==> src/rtl/fft_mdc_stage.sv <==
// Radix-2 multi-path delay commutator FFT stage: commutator, two delay lines,
// butterfly, twiddle multiply on the lower branch, registered outputs.
module fft_mdc_stage #(
  parameter int WIDTH    = 9,
  parameter int DEPTH    = 4,
  parameter int TW_WIDTH = 9,
  parameter int SCALE    = 0,
  localparam int LOG2D   = $clog2(DEPTH),
  localparam int AW      = (LOG2D > 0) ? LOG2D : 1
) (
  input  logic                        clk,
  input  logic                        rst_n,
  input  logic                        sync,
  input  logic                        in_valid,
  input  logic signed [WIDTH-1:0]     in_up_re,
  input  logic signed [WIDTH-1:0]     in_up_im,
  input  logic signed [WIDTH-1:0]     in_l_re,
  input  logic signed [WIDTH-1:0]     in_l_im,
  output logic        [AW-1:0]        tw_addr,
  input  logic signed [TW_WIDTH-1:0]  tw_re,
  input  logic signed [TW_WIDTH-1:0]  tw_im,
  output logic                        out_valid,
  output logic signed [WIDTH-1:0]     out_up_re,
  output logic signed [WIDTH-1:0]     out_up_im,
  output logic signed [WIDTH-1:0]     out_l_re,
  output logic signed [WIDTH-1:0]     out_l_im
);

  localparam int CW  = LOG2D + 1;
  localparam int PRW = $clog2(DEPTH + 1);
  localparam int PW  = WIDTH + TW_WIDTH + 3;
  localparam logic [PRW-1:0]       PRIME_FULL = PRW'(DEPTH);
  localparam logic signed [PW-1:0] ONE        = PW'(1);
  localparam logic signed [PW-1:0] RND        = ONE <<< (TW_WIDTH - 3);
  localparam logic signed [PW-1:0] SAT_MAX    = (ONE <<< (WIDTH - 1)) - ONE;
  localparam logic signed [PW-1:0] SAT_MIN    = -(ONE <<< (WIDTH - 1));

  typedef logic [2*WIDTH-1:0] cplx_t;

  cplx_t                   line_l_q [DEPTH];
  cplx_t                   line_l_d [DEPTH];
  cplx_t                   line_u_q [DEPTH];
  cplx_t                   line_u_d [DEPTH];
  logic [CW-1:0]           cnt_q, cnt_d, cnt_eff;
  logic [PRW-1:0]          prime_q, prime_d, prime_eff;
  logic                    restart, sel, primed;
  logic signed [WIDTH-1:0] dl_re, dl_im, du_re, du_im;
  logic signed [WIDTH-1:0] cu_re, cu_im, cl_re, cl_im;
  logic signed [PW-1:0]    a_re, a_im, b_re, b_im, t_re, t_im;
  logic signed [PW-1:0]    p_re_full, p_im_full, p_re, p_im;
  logic                    out_valid_q, out_valid_d;
  logic signed [WIDTH-1:0] out_up_re_q, out_up_re_d, out_up_im_q, out_up_im_d;
  logic signed [WIDTH-1:0] out_l_re_q, out_l_re_d, out_l_im_q, out_l_im_d;

  function automatic logic signed [WIDTH-1:0] sat(input logic signed [PW-1:0] v);
    if (v > SAT_MAX)      sat = SAT_MAX[WIDTH-1:0];
    else if (v < SAT_MIN) sat = SAT_MIN[WIDTH-1:0];
    else                  sat = v[WIDTH-1:0];
  endfunction

  generate
    if (LOG2D == 0) begin : g_addr_d1
      assign tw_addr = '0;
    end else begin : g_addr
      assign tw_addr = cnt_eff[AW-1:0];
    end
  endgenerate

  always_comb begin
    // A sync sample is processed as the first sample of a fresh frame.
    restart   = sync & in_valid;
    cnt_eff   = restart ? '0 : cnt_q;
    prime_eff = restart ? '0 : prime_q;
    primed    = (prime_eff >= PRIME_FULL);
    sel       = cnt_eff[LOG2D];

    {dl_re, dl_im} = line_l_q[DEPTH-1];
    {du_re, du_im} = line_u_q[DEPTH-1];
    if (sel) begin
      cu_re = dl_re;    cu_im = dl_im;
      cl_re = in_up_re; cl_im = in_up_im;
    end else begin
      cu_re = in_up_re; cu_im = in_up_im;
      cl_re = dl_re;    cl_im = dl_im;
    end

    a_re = PW'(du_re) + PW'(cl_re);
    a_im = PW'(du_im) + PW'(cl_im);
    b_re = PW'(du_re) - PW'(cl_re);
    b_im = PW'(du_im) - PW'(cl_im);
    if (SCALE != 0) begin
      a_re = (a_re + ONE) >>> 1;
      a_im = (a_im + ONE) >>> 1;
      b_re = (b_re + ONE) >>> 1;
      b_im = (b_im + ONE) >>> 1;
    end

    t_re      = PW'(tw_re);
    t_im      = PW'(tw_im);
    p_re_full = b_re * t_re - b_im * t_im + RND;
    p_im_full = b_re * t_im + b_im * t_re + RND;
    p_re      = p_re_full >>> (TW_WIDTH - 2);
    p_im      = p_im_full >>> (TW_WIDTH - 2);

    cnt_d       = cnt_q;
    prime_d     = prime_q;
    line_l_d    = line_l_q;
    line_u_d    = line_u_q;
    out_valid_d = 1'b0;
    out_up_re_d = out_up_re_q;
    out_up_im_d = out_up_im_q;
    out_l_re_d  = out_l_re_q;
    out_l_im_d  = out_l_im_q;

    if (in_valid) begin
      cnt_d       = cnt_eff + CW'(1);
      prime_d     = primed ? PRIME_FULL : prime_eff + PRW'(1);
      line_l_d[0] = {in_l_re, in_l_im};
      line_u_d[0] = {cu_re, cu_im};
      for (int i = 1; i < DEPTH; i++) begin
        line_l_d[i] = line_l_q[i-1];
        line_u_d[i] = line_u_q[i-1];
      end
      out_valid_d = primed;
      out_up_re_d = sat(a_re);
      out_up_im_d = sat(a_im);
      out_l_re_d  = sat(p_re);
      out_l_im_d  = sat(p_im);
    end
  end

  always_ff @(posedge clk or negedge rst_n) begin
    if (!rst_n) begin
      cnt_q       <= '0;
      prime_q     <= '0;
      out_valid_q <= 1'b0;
      out_up_re_q <= '0;
      out_up_im_q <= '0;
      out_l_re_q  <= '0;
      out_l_im_q  <= '0;
      for (int i = 0; i < DEPTH; i++) begin
        line_l_q[i] <= '0;
        line_u_q[i] <= '0;
      end
    end else begin
      cnt_q       <= cnt_d;
      prime_q     <= prime_d;
      out_valid_q <= out_valid_d;
      out_up_re_q <= out_up_re_d;
      out_up_im_q <= out_up_im_d;
      out_l_re_q  <= out_l_re_d;
      out_l_im_q  <= out_l_im_d;
      for (int i = 0; i < DEPTH; i++) begin
        line_l_q[i] <= line_l_d[i];
        line_u_q[i] <= line_u_d[i];
      end
    end
  end

  assign out_valid = out_valid_q;
  assign out_up_re = out_up_re_q;
  assign out_up_im = out_up_im_q;
  assign out_l_re  = out_l_re_q;
  assign out_l_im  = out_l_im_q;

endmodule

==> config.mk <==
export PLATFORM = sky130hd
export DESIGN_NAME = fft_mdc_stage
export DESIGN_NICKNAME = d
export VERILOG_FILES = /design/src/rtl/fft_mdc_stage.sv
export SDC_FILE = /design/constraint.sdc
export NUM_CORES = 1
export LEC_CHECK = 0
export ABC_AREA = 0
export BUFFER_PORTS_ARGS = -buffer_cell sky130_fd_sc_hd__buf_2
export CAP_MARGIN = 30
export CORE_MARGIN = 2
export CORE_UTILIZATION = 67
export CTS_BUF_LIST = sky130_fd_sc_hd__clkbuf_4 sky130_fd_sc_hd__clkbuf_8 sky130_fd_sc_hd__clkbuf_16
export DETAILED_ROUTE_END_ITERATION = 8
export PLACE_DENSITY = 0.86
export SYNTH_ARGS = -nofsm -noshare
export SYNTH_HDL_FRONTEND = slang
export SYNTH_SLANG_ARGS = --single-unit
==> constraint.sdc <==
create_clock -name clk -period 13.55 [get_ports clk]
set_input_delay 2.0325 -clock clk [delete_from_list [all_inputs] [get_ports clk]]
set_output_delay 2.0325 -clock clk [all_outputs]
set_load 0.02 [all_outputs]
## Word-level counts from Yosys, hierarchy flattened

Index checks and enable logic that the tools add are counted.

| operators by class | value |
|---|---|
| add/sub/neg operators | 10 |
| $mul | 4 |
| div/mod/pow operators | 0 |
| magnitude comparators | 9 |
| equality and inequality tests | 0 |
| shift operators | 0 |
| mux-type cells | 16 |
| bitwise operators | 1 |
| reductions and logical operators | 0 |

Operator list:

| operator | count |
|---|---|
| $mux W9 | 12 |
| $mul A10 B9 Y19 | 4 |
| $add A20 B8 Y21 const B | 2 |
| $gt A14 B9 Y1 const B | 2 |
| $lt A14 B9 Y1 const B | 2 |
| $add A19 B19 Y20 | 1 |
| $add A9 B9 Y10 | 2 |
| $gt A10 B9 Y1 const B | 2 |
| $lt A10 B9 Y1 const B | 2 |
| $sub A19 B19 Y20 | 1 |
| $sub A9 B9 Y10 | 2 |
| $mux W3 | 3 |
| $add A3 B1 Y3 const B | 2 |
| $ge A3 B3 Y1 const B | 1 |
| $and A1 B1 Y1 | 1 |
| $mux W1 | 1 |

| storage, ports and cells | value |
|---|---|
| flip-flop bits (word level) | 187 |
| bits in latches | 0 |
| bits in writable memories | 0 |
| memory bits (read-only) | 0 |
| input bits | 58 |
| output and inout bits | 39 |
| memories kept | 0 |

## Logic depth before layout (Yosys ltp)

| logic depth | value |
|---|---|
| depth in word-level cells | 10 |
| gate-level depth with buffers | 41 |
| mapped depth without buffers | 37 |

## Least setup slack after synthesis

No wires, ideal clock.

| path | value |
|---|---|
| kind | input to register |
| start point | input in_valid |
| end point | register out_l_re_q[5], in the netlist out_l_re[5] |
| setup time | 0.101 ns |
| data arrival time | 11.176 ns |
| required time | 13.449 ns |
| path slack | 2.274 ns |
| stages on the path | 37 |
| buffers on the path | 4 |
| cells stage by stage | clkbuf_1 > nand2_1 > and2_1 > clkbuf_1 > buf_1 > mux2_2 > ha_1 > inv_1 > fa_1 > a21oi_1 > o21ba_2 > o21bai_1 > a21oi_1 > o21bai_1 > a21oi_1 > xnor2_1 > clkbuf_1 > nor2b_1 > fa_1 > inv_1 > fa_1 > inv_1 > fa_1 > fa_1 > fa_1 > fa_1 > ha_1 > ha_1 > a21o_1 > a21o_1 > a21o_1 > a211o_1 > a211oi_2 > o21ai_1 > xor2_1 > o21ai_2 > o32ai_1 |

| between the ends | value |
|---|---|
| word-level cells in the longest chain between the ends | 10 |

Ends and longest elaborated chain:

| element | RTL line | source |
|---|---|---|
| from (decl) | 14 | `input logic in_valid,` |
| $and A1 B1 Y1 | 71 | `restart = sync & in_valid;` |
| $mux W3 | 72 | `cnt_eff = restart ? '0 : cnt_q;` |
| $mux W9 | 79 | `if (sel) begin` |
| $sub A9 B9 Y10, on equally long branches | 89, 90 |  |
| $mul A10 B9 Y19 | 100 | `p_re_full = b_re * t_re - b_im * t_im + RND;` |
| $sub A19 B19 Y20 | 100 |  |
| $add A20 B8 Y21 | 100 |  |
| $lt A14 B9 Y1 | 57 | `else if (v < SAT_MIN) sat = SAT_MIN[WIDTH-1:0];` |
| $mux W9 | 57 |  |
| $mux W9 | 56 | `if (v > SAT_MAX) sat = SAT_MAX[WIDTH-1:0];` |
| to (signal assigned) | 151 | `out_l_re_q <= out_l_re_d;` |
| to (decl) | 53 | `logic signed [WIDTH-1:0] out_l_re_q, out_l_re_d, out_l_im_q, out_l_im_d;` |

Parallel ways exist; a longest one is shown, timed or not.
A chain may end at the register's enable or synchronous reset.

## Final worst setup path

| path | value |
|---|---|
| start point | input in_valid |
| end point | register out_l_re_q[4], in the netlist out_l_re[4] |

The elaborated chain is that of the path after synthesis.

==> flow_summary_export.csv <==
group,metric,value,unit
sta,setup_tns,0,ps
global_route,track_usage,31.2,%
floorplanning,num_rows,68,
clock_network,clock_sinks,187,
status,status,"finished, final reports clean",
clock_network,cts_inserted_buffers,17,
finish,finalNetCount,3001,
floorplanning,die_y,192,µm
clock_network,cts-htree-levels,4,
yosys,async_reset_ff_share,100,%
yosys,synth_seq_cells,187,
global_route,grt_first_pass_wirelength,90.1,mm
clock_network,clk_path_buf_depth,2,
sta,min_period_over_period,87.1,%
yosys,synth_area,23800,µm²
yosys,synth_top_area_share,32.0,%
critical_path,reg2regPathDepth,30,
yosys,avgSynthCellArea,10.3,µm²
floorplanning,core,34700,µm²
clock_network,tritoncts,"built",
global_route,antenna_found_initial,2,
yosys,ys_types,70,
global_route,met1_usage,39.6,%
finish,fillCellCount,2315,
drt,first_pass_iters,5,
sta,rsz0062_at_grt,"no",
sta,min_period,11800,ps
drt,via_per_inst,5.79,
drt,wl_per_cell,18.8,µm
yosys,ys_warn_count,0,
yosys,yosys.area.top_type,"fa_1",
sta,setup_violations,0,
clock_network,cts_setup_buffers,0,
critical_path,critPathKind,"in -> reg",
sta,fmax,0.0848,GHz
sta,slew_headroom,31.7,%
placement,numPortBuffers,96,
finish,multiInputGateArea,17000,µm²
clock_network,clk_latency,450,ps
global_route,overflow,0,
clock_network,ctsHoldBuffers,0,
drt,vias,16300,
sta,clock_skew,14.4,ps
placement,gp_congestion,0.939,
critical_path,end_kind,"flip-flop",
finish,areaGrowthSynthToFinish,6.38,%
clock_network,root_buffer,"clkbuf_16",
finish,stdcell_area,25300,µm²
yosys,ys_seq_area_share,19.7,%
yosys,synth_cells,2311,
placement,dp_hpwl,41.3,mm
drt,drc,0,
placement,placed_area,24600,µm²
clock_network,cts_resized,0,
yosys,netlist_top_cells_count,"inv_1 (459), fa_1 (380), ha_1 (213)",
drt,drt-total-wl,53.0,mm
critical_path,cp_max_fo,39,
sta,slew_violations,0,
min_path,hold_class,"reg -> reg",
floorplanning,fp.dieW,192,µm
sta,hold_violations,0,
finish,regArea,4680,µm²
critical_path,worstPathRequired,13870,ps
global_route,grt_pass1_vias,18500,
drt,dr.first_iter.drc_count,938,
critical_path,critical_path_buf_inv_count,5,
job,maxCapViolCount,0,
yosys,syn-num-nets,2962,
yosys,yosys_most_used_dff,"dfrtp_1",
global_route,grt_max_degree,103,
drt,drtAntennaViolNets,0,
clock_network,clkSlewWorstSetupHoldPaths,80,ps
critical_path,cp.arrival,12110,ps
min_path,whs_path_depth,1,
yosys,synth-edff-count,0,
yosys,yosysMostFrequentCell,"inv_1",
sta,worstMarginPinSlew,1020,ps
critical_path,crit_family,"adder cells",
critical_path,crit_cells,32,
critical_path,slowest_delay,700,ps
global_route,met2_usage,54.4,%
finish,drive_gt1_share,14.1,%
floorplanning,start_util,68.4,%
global_route,use_met3,4.93,%
critical_path,ff2ff_setup_slack,3450,ps
critical_path,cp_common_cell,"fa_1",
critical_path,cp-start-kind,"input port",
floorplanning,num_io_pins,97,
global_route,top_usage_layer,"met2",
critical_path,slowest_stage,"nand2_1",
floorplanning,die_area,37000,µm²
yosys,synth_area_leaders,"fa_1 (32%), dfrtp_1 (20%), ha_1 (11%)",
==> layout make-up <==
cell class / count / share of cell area, %
Antenna cell: 2 / 0.0198
Inverter: 459 / 6.82
Clock buffer: 19 / 1.77
Sequential cell: 187 / 18.5
Multi-Input combinational cell: 1572 / 67.4
Tap cell: 455 / 2.25
Timing Repair Buffer: 113 / 2.63
Clock inverter: 13 / 0.599
==> cells in the final DEF, fill, tap and decap left out, drive strengths merged, types with 16 or more instances in the layout <==
master	n
a21o	16
a21oi	83
and2	126
buf	111
clkbuf	21
dfrtp	187
fa	380
ha	213
inv	467
mux2	154
mux2i	20
nand2	177
nand2b	20
nor2	80
nor2b	58
o21ai	24
xnor2	66
xor2	23
==> final timing paths <==
check                                   from           end
worst min register to register  out_up_re[0]  out_up_re[0]
min in group asynchronous              rst_n     out_valid
max in group asynchronous              rst_n   out_l_re[8]
worst min-delay path            out_up_re[0]  out_up_re[0]
worst max-delay path                in_valid   out_l_re[4]
worst max register to register      cnt_q[2]   out_l_re[4]
==> metal layers <==
layer / wire length [µm] / vias to the layer above
met5: 12 / -
met4: 1720 / 2
met3: 3400 / 179
met2: 26800 / 629
met1: 21000 / 8308
li1: - / 7223
==> metrics by stage <==
stage                     hold slack, ps  utilization, %  worst slack (ps)  std cells
after detailed placement             469            71.0              1480       2785
after global routing                 501            72.8              1040       2818
after floorplan                      447               -              2270       2311
after CTS                            484            72.7              1930       2817
after global placement               463            70.9              1880       2784
final                                479            72.8              1750       2820
==> state kept, by name, summed over array words and instances (netlist names) <==
name and count:
line_l_q 54, line_u_q 54, dl_im 9, dl_re 9, du_im 9, du_re 9, out_l_im 9, out_l_re 9
out_up_im 9, out_up_re 9, cnt_q 3, prime_q 3, out_valid 1
==> cell families (layout without fill, tap and decap cells) <==
group           count (synthesis)  in the layout  synth area share (%)
compound gates                194            194                  5.49
fa+ha+maj                     605            605                  43.8
other cells                     0              2                     0
flops                         187            187                  19.7
simple gates                  510            510                  10.9
xor+xnor                       89             89                  3.28
buf+inv                       552            604                  8.77
mux                           174            174                  8.14
Power is left out: the tool's default activity adds up to more than one toggle a clock period on the data nets, which glitch-free logic cannot reach.
